==> config.mk <==
export PLATFORM = sky130hd
export DESIGN_NAME = seq_match_monitor
export DESIGN_NICKNAME = d
export VERILOG_FILES = /design/src/rtl/seq_mon_pkg.sv /design/src/rtl/sat_counter.sv /design/src/rtl/seq_match_monitor.sv
export SDC_FILE = /design/constraint.sdc
export NUM_CORES = 1
export LEC_CHECK = 0
export CORE_ASPECT_RATIO = 0.8
export CORE_UTILIZATION = 50
export CTS_CLUSTER_SIZE = 28
export DETAILED_ROUTE_END_ITERATION = 6
export MAX_ROUTING_LAYER = met4
export PLACE_DENSITY = 0.77
export SLEW_MARGIN = 20
export SYNTH_ARGS = -nofsm -noshare
export SYNTH_HDL_FRONTEND = slang
export SYNTH_HIERARCHICAL = 1
export SYNTH_SLANG_ARGS = --single-unit
==> constraint.sdc <==
create_clock -name clk -period 2.61 [get_ports clk]
set_input_delay 0.261 -clock clk [delete_from_list [all_inputs] [get_ports clk]]
set_output_delay 0.261 -clock clk [all_outputs]
set_load 0.01 [all_outputs]
==> src/rtl/seq_mon_pkg.sv <==
// rtl/seq_mon_pkg.sv - shared state encoding and default widths for the match monitor
package seq_mon_pkg;
    localparam int WIN_W_DEF = 16;
    localparam int CNT_W_DEF = 8;
    localparam int TOT_W_DEF = 16;

    typedef enum logic [1:0] {
        IDLE   = 2'd0,
        RUN    = 2'd1,
        REPORT = 2'd2
    } state_e;
endpackage

==> src/rtl/sat_counter.sv <==
// rtl/sat_counter.sv - saturating up-counter, clear wins over increment
module sat_counter #(
    parameter int W = 8
) (
    input  logic         clk,
    input  logic         rst,
    input  logic         clr,
    input  logic         inc,
    output logic [W-1:0] q
);
    logic [W-1:0] cnt_q;
    logic [W-1:0] cnt_d;

    always_comb begin
        cnt_d = cnt_q;
        if (clr) begin
            cnt_d = '0;
        end else if (inc && (cnt_q != {W{1'b1}})) begin
            cnt_d = cnt_q + 1'b1;
        end
    end

    always_ff @(posedge clk or posedge rst) begin
        if (rst) begin
            cnt_q <= '0;
        end else begin
            cnt_q <= cnt_d;
        end
    end

    assign q = cnt_q;
endmodule

==> src/rtl/seq_match_monitor.sv <==
// rtl/seq_match_monitor.sv - windowed match counter with sticky threshold alarm
module seq_match_monitor
    import seq_mon_pkg::*;
#(
    parameter int WIN_W = WIN_W_DEF,
    parameter int CNT_W = CNT_W_DEF,
    parameter int TOT_W = TOT_W_DEF
) (
    input  logic             clk,
    input  logic             rst,
    input  logic             det,
    input  logic             start,
    input  logic             abort,
    input  logic [WIN_W-1:0] win_len,
    input  logic [CNT_W-1:0] threshold,
    input  logic             alarm_clr,
    output logic             busy,
    output logic             done,
    output logic [CNT_W-1:0] win_cnt,
    output logic [WIN_W-1:0] last_pos,
    output logic [TOT_W-1:0] total_cnt,
    output logic             alarm
);
    state_e           state_q, state_d;
    logic [WIN_W-1:0] len_q, len_d;
    logic [WIN_W-1:0] bit_idx_q, bit_idx_d;
    logic [WIN_W-1:0] last_pos_q, last_pos_d;
    logic [CNT_W-1:0] thr_q, thr_d;
    logic             alarm_q, alarm_d;
    logic             done_q, done_d;
    logic             busy_q, busy_d;
    logic             accept;
    logic             win_inc;
    logic             alarm_set;
    logic [CNT_W-1:0] final_cnt;

    sat_counter #(.W(CNT_W)) u_win_cnt (
        .clk (clk),
        .rst (rst),
        .clr (accept),
        .inc (win_inc),
        .q   (win_cnt)
    );

    sat_counter #(.W(TOT_W)) u_total_cnt (
        .clk (clk),
        .rst (rst),
        .clr (1'b0),
        .inc (det),
        .q   (total_cnt)
    );

    always_comb begin
        accept     = (state_q == IDLE) && start && (win_len != '0) && !abort;
        win_inc    = (state_q == RUN) && det;
        // Count as it will stand after this edge, so the last bit can trip the alarm.
        final_cnt  = (win_inc && (win_cnt != '1)) ? win_cnt + 1'b1 : win_cnt;
        state_d    = state_q;
        len_d      = len_q;
        thr_d      = thr_q;
        bit_idx_d  = bit_idx_q;
        last_pos_d = last_pos_q;
        alarm_set  = 1'b0;
        case (state_q)
            IDLE: begin
                if (accept) begin
                    len_d      = win_len;
                    thr_d      = threshold;
                    bit_idx_d  = '0;
                    last_pos_d = '0;
                    state_d    = RUN;
                end
            end
            RUN: begin
                bit_idx_d = bit_idx_q + 1'b1;
                if (det) begin
                    last_pos_d = bit_idx_q;
                end
                if (abort) begin
                    state_d = IDLE;
                end else if (bit_idx_q == len_q - 1'b1) begin
                    state_d   = REPORT;
                    alarm_set = (thr_q != '0) && (final_cnt >= thr_q);
                end
            end
            REPORT:  state_d = IDLE;
            default: state_d = IDLE;
        endcase
        alarm_d = alarm_set || (alarm_q && !alarm_clr);
        done_d  = (state_d == REPORT);
        busy_d  = (state_d != IDLE);
    end

    always_ff @(posedge clk or posedge rst) begin
        if (rst) begin
            state_q    <= IDLE;
            len_q      <= '0;
            thr_q      <= '0;
            bit_idx_q  <= '0;
            last_pos_q <= '0;
            alarm_q    <= 1'b0;
            done_q     <= 1'b0;
            busy_q     <= 1'b0;
        end else begin
            state_q    <= state_d;
            len_q      <= len_d;
            thr_q      <= thr_d;
            bit_idx_q  <= bit_idx_d;
            last_pos_q <= last_pos_d;
            alarm_q    <= alarm_d;
            done_q     <= done_d;
            busy_q     <= busy_d;
        end
    end

    assign busy     = busy_q;
    assign done     = done_q;
    assign last_pos = last_pos_q;
    assign alarm    = alarm_q;
endmodule
==> results of run 1 <==
cell families after synthesis:
| group | Yosys count |
|---|---|
| DFF | 85 |
| buffers and inverters | 51 |
| muxes | 22 |
| other | 1 |
| xor gates and xnor gates | 31 |
| adders and majority gates | 13 |
| and+or+nand+nor | 216 |
| AOI/OAI and AO/OA | 114 |
sequential cells by signal, indices dropped and copies added (netlist names):
register / cells
len_q: 16
alarm: 1
state_q: 2
bit_idx_q: 16
u_total_cnt/q: 16
u_win_cnt/q: 8
thr_q: 8
busy: 1
done: 1
last_pos: 16
synthesized netlist by cell type, types with 2 or more instances:
cell type and n:
a211oi_1 3, a21o_1 2, a21oi_1 16, a21oi_2 3, a31oi_1 5, and3_1 7, and4_1 4, buf_6 3
clkbuf_1 22, dfrtp_1 85, ha_1 13, inv_1 20, mux2_2 16, mux2_4 4, mux2i_1 2, nand2_1 72
nand2b_1 7, nand3_1 24, nand4_1 14, nor2_1 24, nor2b_1 8, nor3_1 12, nor3b_2 2, nor4_1 14
nor4b_1 2, o211a_1 2, o21a_1 2, o21ai_0 56, o21ai_1 2, o21bai_1 2, o31ai_1 8, o41ai_1 2
or3_1 7, or4_1 6, or4_4 3, xnor2_1 16, xor2_1 15
path summary, 6_finish.rpt:
check / end / from / slack (ns) / cells past startpoint
worst max-delay path: alarm / u_win_cnt/q[0] / 0.08 / 11
worst min-delay path: u_win_cnt/q[2] / rst / 0.28 / 2
worst max register to register: alarm / u_win_cnt/q[0] / 0.08 / 11
worst min register to register: last_pos[4] / last_pos[4] / 0.48 / 2
max in group asynchronous: bit_idx_q[6] / rst / 1.66 / 3
min in group clk: last_pos[4] / last_pos[4] / 0.48 / 2
worst max-delay path: cells and delay by family, from the launching register on:
family          cells  cell delay, ns
compound gates      4            0.85
fa+ha+maj           2            0.42
simple gates        4            0.60
xor+xnor            1            0.11
flops               1            0.42
area by class of cell:
| cell class | instances | area share [%] |
|---|---|---|
| multi-input combinational | 397 | 42.4 |
| sequential | 85 | 34.1 |
| timing repair buffer | 97 | 14.8 |
| clock buffer | 9 | 3.61 |
| tap | 115 | 2.31 |
| clock inverter | 6 | 1.52 |
| inverter | 21 | 1.26 |
per-layer routing:
metal  up-vias  global-route usage (%)
met3        17                    4.03
met1      2027                    33.6
li1       2066                       -
met2       143                    37.1
met4         0                    6.25
met5         -                       -
what timing repair did:
action,CTS,global route
setup buffers,0,4
resized for setup,2,12
endpoints found under the setup margin,1,1
hold buffers,0,0
pin swaps,1,9
power breakdown:
part           switching [mW]  leakage [nW]  internal (mW)  total (mW)
combinational           0.430          1.28          0.417       0.846
sequential              0.162          1.13           1.44        1.61
clock                   0.545         0.150          0.843        1.39
total                    1.14          2.56           2.70        3.84
stage by stage:
step	utilization (%)	instance area (sq um)
floorplan	-	4940
global placement	62.6	5830
detailed placement	62.6	5830
CTS	66.1	6160
global route	67.1	6240
finish	67.1	6240
==> impl_metrics.yaml, run 1 <==
final_layout:
  drive_gt1_share_pct: 15.0
  final_cell_mix: "82 x dfrtp_1, 72 x clkdlybuf4s50_1, 71 x nand2_1"
  nFillCells: 747
  multi_input_area_sq_mm: 0.00264
  diodes: 0
  finalNonFillerCells: 730
  nNetsFinal: 654
  area.growth.synth_to_final_pct: 26.9
  final_common_cell: "dfrtp_1"
  regArea_sq_mm: 0.00213
timing:
  finalSetupViolations: 0
  fin_setup_tns_ns: 0
  setup_ws_ns: 0.0808
  holdWs_ns: 0.278
  fmax_ghz: 0.395
  worst_pin_slew_ns: 0.935
  min_period_ns: 2.53
  fin_crit_sh_pct: 96.9
  slew-limit-headroom_pct: 37.7
  finalHoldViolCount: 0
  slew_violations: 0
  skew_ns: 0.00978
synth:
  synth_compound_area_share_pct: 14.3
  async_flop_share_pct: 100
  synth_seq_cells: 85
  ys_warn_count: 6
  synthMuxAreaShare_pct: 5.29
  synth-simple-area-share_pct: 23.7
  netlist_instances: 533
  netlist_top_cells_area: "dfrtp_1 43%, o21ai_0 5.7%, nand2_1 5.5%"
  synth_top_area_share_pct: 43.2
  syn_area_sq_mm: 0.00492
  synthAdderAreaFrac_pct: 3.31
  yosysTopAreaCell: "dfrtp_1"
  synth_top_family_by_area: "simple AND/OR/NAND/NOR gates"
  synth-edff-count: 0
  syn_avg_cell_area_sq_um: 9.23
  synth_flop_cell: "dfrtp_1"
  ys_seq_area_share_pct: 43.2
  synthXorXnorAreaFrac_pct: 5.52
  syn_nets: 576
  synth_cell_type_count: 65
grt:
  first_global_vias: 4004
  grt_pass1_wl_um: 19400
  grt_max_degree: 38
  grt.total_usage_pct: 24.2
  antenna_found_initial: 0
  grt.overflow.total: 0
clock_tree:
  insertion_delay_ns: 0.34
  cts_buffer_depth: 2
  ctsHtreeMaxLevel: 3
  numCtsBuffers: 9
  cts_tree: "built"
  root_buffer: "clkbuf_16"
  clk_pin_slew_ns: 0.06
  cts.sinks: 85
placement:
  place.gp.congestion: 0.888
  dpl.hpwl_um: 8130
  placed_cells_incl_taps: 711
  portBuffers: 72
  dp_slack_ns: -0.0945
floorplanning:
  die_x_um: 113
  die_area_sq_mm: 0.0102
  die_h_um: 90.7
  ios: 73
  core_sq_mm: 0.00931
  start_util_pct: 52.8
  rows: 31
pwr:
  p_leak_nw: 2.56
  power.density_mw_per_mm2: 615
  peakVddDrop_uv: 387
  finalPower_mw: 3.84
status:
  outcome: "finished clean"
worst_setup_path:
  crit_path_end_kind: "flip-flop"
  startpoint_type: "flip-flop"
  crit_path_max_fanout: 3
  arrival_ns: 2.75
  timing.setup.critical_path_class: "flip-flop to flip-flop"
  crit_slowest_cell: "dfrtp_2"
  slowest_delay_ns: 0.42
  crit_chain: "ha_4 > nand2_2 > nor2_4 > a31oi_4 > nand4_1 > nor3_1 > xor2_1 > ha_1 > a2111oi_4 > o21ai_1 > a32o_1"
  cp.required_ns: 2.83
routing:
  drc_errors: 0
  wl_um: 11600
  wl_per_cell_um: 15.9
  wl_met1_um: 5590
  detail-route-antenna-nets: 0
  first_pass_iters: 5
  met3_length_um: 587
  dr_wl_met2_um: 5280
  viasPerCell: 5.83
  dr_total_vias: 4253
  first_iter_violations: 319
  highest-signal-layer: "met4"
flow_run:
  cap_violations: 0
min_path:
  hp-class: "primary input to async pin"
Power figures use the tool's default switching activity.
==> run 2: changes to the inputs <==
--- a/config.mk
+++ b/config.mk
@@ -6,6 +6,7 @@
 export NUM_CORES = 1
 export LEC_CHECK = 0
 export CORE_ASPECT_RATIO = 0.8
+export CORE_MARGIN = 2
 export CORE_UTILIZATION = 50
 export CTS_CLUSTER_SIZE = 28
 export DETAILED_ROUTE_END_ITERATION = 6
==> run 2 against run 1 <==
Compared with the run above:
- fmax shrank 2.6%
- cell count grew 1.1%
- routed wire length up 3.8%
- sequential power barely moved
- count of clock-buffer cells in the layout is 2 higher
- clock power about the same
- first-iteration DRC count shrank 7.8%
- non-clock buffer count rose by 3
- worst hold slack gained 0.00051 ns
- combinational power down 0.8%
- largest cell class unchanged
- largest power group unchanged
==> impl_metrics.yaml, run 2 (synthesized netlist as in run 1, its figures left out) <==
clock_tree:
  cts_hold_buf: 0
  root_buffer: "clkbuf_16"
  ctsHtreeMaxLevel: 3
  clk_pin_slew_ns: 0.06
  cts.sinks: 85
  cts_tree: "built"
  insertion_delay_ns: 0.34
  numCtsBuffers: 9
  cts_buffer_depth: 2
placement:
  place.gp.congestion: 0.865
  dpl.hpwl_um: 8560
  portBuffers: 72
  dp_slack_ns: -0.162
floorplanning:
  rows: 32
  die_x_um: 115
  ios: 73
  die_area_sq_mm: 0.0107
  start_util_pct: 51.2
  core_sq_mm: 0.00961
  die_h_um: 92.7
status:
  outcome: "finished clean"
grt:
  antenna_found_initial: 0
  grt_pass1_wl_um: 20300
  grt_max_degree: 35
  grtUsageMet2_pct: 37.5
  grt.total_usage_pct: 24.5
  first_global_vias: 4183
  grt.overflow.total: 0
  grt.met3_usage_pct: 4.71
  busiest_layer: "met2"
  use_met1_pct: 33.1
timing:
  finalSetupViolations: 0
  skew_ns: 0.00908
  rsz0062_at_grt: "true"
  fin_setup_tns_ns: 0
  min_period_ns: 2.60
  fmax_ghz: 0.385
  holdWs_ns: 0.278
  worst_pin_slew_ns: 0.663
  slew_violations: 0
  setup_ws_ns: 0.0134
  fin_crit_sh_pct: 99.5
  finalHoldViolCount: 0
  slew-limit-headroom_pct: 55.7
worst_setup_path:
  crit_chain: "ha_4 > nand2_4 > nor2_4 > a31oi_4 > buf_4 > buf_4 > xnor2_1 > ha_1 > nand2b_1 > a21o_1 > a21o_1 > a21oi_1 > o21ai_1 > a32o_1"
  critPathBufInv: 2
  cp.required_ns: 2.84
  timing.setup.critical_path_class: "flip-flop to flip-flop"
  critPathTopFamily: "compound AO/OA/AOI/OAI gates"
  crit_slowest_cell: "dfrtp_2"
  startpoint_type: "flip-flop"
  slowest_delay_ns: 0.38
  crit_path_max_fanout: 4
  crit_path_end_kind: "flip-flop"
  arrival_ns: 2.82
min_path:
  hp-class: "primary input to async pin"
pwr:
  p_leak_nw: 2.59
  finalPower_mw: 3.82
  switchingPower_mw: 1.12
  clkPwrFrac_pct: 35.9
  swShare_pct: 29.4
  seqPwrFrac_pct: 42.2
  combPwrFrac_pct: 22.0
  cellInternalPower_mw: 2.70
  power.density_mw_per_mm2: 611
  peakVddDrop_uv: 473
routing:
  first_pass_iters: 5
  viasPerCell: 5.91
  drc_errors: 0
  wl_um: 12000
  wl_per_cell_um: 16.3
  first_iter_violations: 294
  dr_total_vias: 4360
  detail-route-antenna-nets: 0
final_layout:
  nFillCells: 788
  final_cell_mix: "83 x dfrtp_1, 72 x clkdlybuf4s50_1, 71 x nand2_1"
  final_common_cell: "dfrtp_1"
  drive_gt1_share_pct: 14.9
  diodes: 0
  regArea_sq_mm: 0.00213
  area.growth.synth_to_final_pct: 27.0
  nNetsFinal: 657
  multi_input_area_sq_mm: 0.00263
  utilization_pct: 65.0
flow_run:
  cap_violations: 0
run 2: through the flow:
stage / instance area [sq um] / instances
4_1_cts: 6180 / 734
6_report: 6250 / 738
5_1_grt: 6250 / 738
3_3_place_gp: 5850 / 717
2_1_floorplan: 4940 / 533
3_5_place_dp: 5850 / 717
run 2: worst paths after layout:
| path | from | to | slack, ns | depth (start not counted) |
|---|---|---|---|---|
| max | u_win_cnt/q[1] | alarm | 0.01 | 14 |
| min | rst | u_win_cnt/q[7] | 0.28 | 2 |
| max reg2reg | u_win_cnt/q[1] | alarm | 0.01 | 14 |
| min reg2reg | last_pos[10] | last_pos[10] | 0.48 | 2 |
| max in group asynchronous | rst | last_pos[0] | 1.64 | 3 |
| min in group clk | last_pos[10] | last_pos[10] | 0.48 | 2 |
run 2: final cells by class:
class | instances | area share, %
flip-flops and latches | 85 | 34.1
multi-input cells | 397 | 42.1
clock inverters | 5 | 1.32
clock buffers | 11 | 3.73
repair buffers | 100 | 15.1
well taps | 119 | 2.38
inverters | 21 | 1.26
run 2: power groups by stage:
stage               Combinational, mW  Clock, mW  Sequential [mW]
floorplan                       0.544          0             1.60
global placement                0.780          0             1.61
detailed placement              0.808          0             1.63
CTS                             0.817       1.39             1.61
global route                    0.937       1.44             1.63
finish                          0.839       1.37             1.61
run 2: metal layers:
metal	share of wire (%)	wire, um	up-vias
met2	48	5770	153
met4	1.4	163	0
met3	5.0	605	13
met1	46	5500	2112
li1	-	-	2082
met5	0	0	-
run 2: timing repair:
action / 4_1_cts / 5_1_grt
hold endpoints to repair: 0 / 0
pin swaps: 3 / 12
resized for setup: 2 / 8
setup endpoints to repair: 1 / 1
setup buffers: 1 / 4
==> run 3: changes to the inputs <==
--- a/config.mk
+++ b/config.mk
@@ -7,11 +7,12 @@
 export LEC_CHECK = 0
 export CORE_ASPECT_RATIO = 0.8
 export CORE_MARGIN = 2
-export CORE_UTILIZATION = 50
+export CORE_UTILIZATION = 55
 export CTS_CLUSTER_SIZE = 28
 export DETAILED_ROUTE_END_ITERATION = 6
+export DONT_BUFFER_PORTS = 1
 export MAX_ROUTING_LAYER = met4
-export PLACE_DENSITY = 0.77
+export PLACE_DENSITY = 0.73
 export SLEW_MARGIN = 20
 export SYNTH_ARGS = -nofsm -noshare
 export SYNTH_HDL_FRONTEND = slang
==> run 3 against run 2 <==
Compared with the run above:
- worst hold slack got worse by 0.26 ns
- setup slack better by 0.11 ns
- clock skew is 0.0051 ns higher
- clock power fell by 29%
- sequential power about the same
- global-route usage up 0.62 points
- routed wire length down 6.5%
- fmax up 4.5%
- highest routed layer unchanged
==> impl_metrics.yaml, run 3 (synthesized netlist as in run 1, its figures left out) <==
grt:
  grt.total_usage_pct: 25.1
  antenna_found_initial: 0
  grtUsageMet2_pct: 35.1
  grt_max_degree: 50
  use_met1_pct: 36.2
  grt_pass1_wl_um: 18300
  grt.overflow.total: 0
  busiest_layer: "met1"
  first_global_vias: 3718
  grt.met3_usage_pct: 6.26
routing:
  first_pass_iters: 5
  dr_total_vias: 4021
  drc_errors: 0
  wl_per_cell_um: 17.1
  detail-route-antenna-nets: 0
  viasPerCell: 6.12
  wl_um: 11300
  first_iter_violations: 252
worst_setup_path:
  timing.setup.critical_path_class: "flip-flop to flip-flop"
  critPathBufInv: 1
  crit_path_end_kind: "flip-flop"
  worstReg2RegEnd: "alarm"
  slowest_delay_ns: 0.43
  crit_chain: "ha_4 > nand2_2 > nor2_4 > a31oi_4 > buf_6 > xnor2_1 > ha_1 > nand2b_1 > a21o_1 > a21o_1 > a21oi_1 > o21ai_1 > a32o_1"
  crit_slowest_cell: "dfrtp_2"
  critPathCapture: "alarm"
  cp.required_ns: 2.86
  arrival_ns: 2.74
  critPathTopFamily: "compound AO/OA/AOI/OAI gates"
  r2r_start: "u_win_cnt/q[0]"
  critPathLaunch: "u_win_cnt/q[0]"
  crit_path_max_fanout: 4
  reg2reg_slack_ns: 0.13
  startpoint_type: "flip-flop"
  path_depth: 13
  reg2reg_depth: 13
  cp_common_cell: "a21o_1"
floorplanning:
  rows: 30
  die_x_um: 110
  start_util_pct: 57.2
  die_area_sq_mm: 0.00972
  core_sq_mm: 0.00860
  die_h_um: 88.6
  ios: 73
timing:
  worst_pin_slew_ns: 0.931
  setup_ws_ns: 0.126
  slew-limit-headroom_pct: 37.9
  finalSetupViolations: 0
  fin_crit_sh_pct: 95.2
  slew_violations: 0
  fmax_ghz: 0.403
  skew_ns: 0.0142
  min_period_ns: 2.48
  finalHoldViolCount: 0
pwr:
  power.density_mw_per_mm2: 613
  swShare_pct: 32.7
  clkPwrFrac_pct: 29.3
  seqPwrFrac_pct: 48.5
  switchingPower_mw: 1.09
  peakVddDrop_uv: 522
  combPwrFrac_pct: 22.2
  p_leak_nw: 2.24
  cellInternalPower_mw: 2.25
clock_tree:
  root_buffer: "clkbuf_8"
  insertion_delay_ns: 0.36
  clk_pin_slew_ns: 0.09
  cts.sinks: 85
  ctsHtreeMaxLevel: 3
  cts_buffer_depth: 2
  numCtsBuffers: 9
  cts_tree: "built"
final_layout:
  final_cell_mix: "81 x dfrtp_1, 71 x nand2_1, 55 x o21ai_0"
  nNetsFinal: 583
  utilization_pct: 63.4
  diodes: 0
  final_common_cell: "dfrtp_1"
  drive_gt1_share_pct: 17.6
  finalNonFillerCells: 657
  area.growth.synth_to_final_pct: 10.7
  finalInstanceArea_sq_mm: 0.00545
placement:
  placed_cells_incl_taps: 633
  dpl-instance-area_sq_mm: 0.00507
  place.gp.congestion: 0.861
  portBuffers: 0
  dp_slack_ns: -0.0483
  dpl.hpwl_um: 8010
status:
  outcome: "finished clean"
min_path:
  hp-class: "primary input to flip-flop"
  min_from: "threshold[4]"
flow_run:
  cap_violations: 0
run 3: changes by cell type in the layout (fill, tap and decap cells not counted), sizes merged:
| cell | delta |
|---|---|
| clkbuf | -1 |
| bufinv | -1 |
| dlygate4sd3 | +4 |
| clkinv | -1 |
| buf | -6 |
| clkdlybuf4s50 | -72 |
| clkinvlp | +3 |
run 3: worst min path at each step:
stage                           endpoint  slack [ns]  cells after the start
after floorplan           u_win_cnt/q[2]        0.08                      1
after detailed placement  u_win_cnt/q[7]        0.12                      1
after CTS                       thr_q[1]       0.006                      2
after global placement    u_win_cnt/q[2]        0.10                      1
after global routing            thr_q[1]       0.007                      2
final                           thr_q[4]        0.02                      2
run 3: power groups by stage:
stage                     registers [mW]  logic (mW)  clock network (mW)
final                               1.62       0.741               0.979
after CTS                           1.62       0.696               0.997
after global routing                1.64       0.836                1.06
after floorplan                     1.60       0.544                   0
after detailed placement            1.64       0.685                   0
after global placement              1.63       0.655                   0
run 3: cell type report:
cell class | instances | area (sq um)
Clock buffer | 10 | 138
Multi-Input combinational cell | 397 | 2680
Timing Repair Buffer | 26 | 209
Fill cell | 732 | 3150
Inverter | 21 | 80.1
Sequential cell | 85 | 2130
Tap cell | 112 | 140
Clock inverter | 6 | 70.1
run 3: layer usage:
metal / vias to the layer above / part of all wire, %
met1: 1937 / 46
met2: 139 / 45
met3: 20 / 7.6
li1: 1925 / -
met4: 0 / 1.6
met5: - / 0
run 3: per-stage QoR:
step / TNS, ns / power [mW] / hold slack, ns
after global routing: -0.00602 / 3.54 / 0.00659
after floorplan: 0 / 2.14 / 0.0765
final: 0 / 3.34 / 0.0194
after CTS: 0 / 3.31 / 0.00644
after detailed placement: -0.0483 / 2.33 / 0.125
after global placement: 0 / 2.28 / 0.103
run 3: what timing repair did:
action                     in CTS  in global routing
pin swaps                       2                 10
hold buffers                    3                  1
setup endpoints to repair       1                  1
gates resized for setup         1                 19
setup buffers                   1                  3
hold endpoints to repair       29                 47
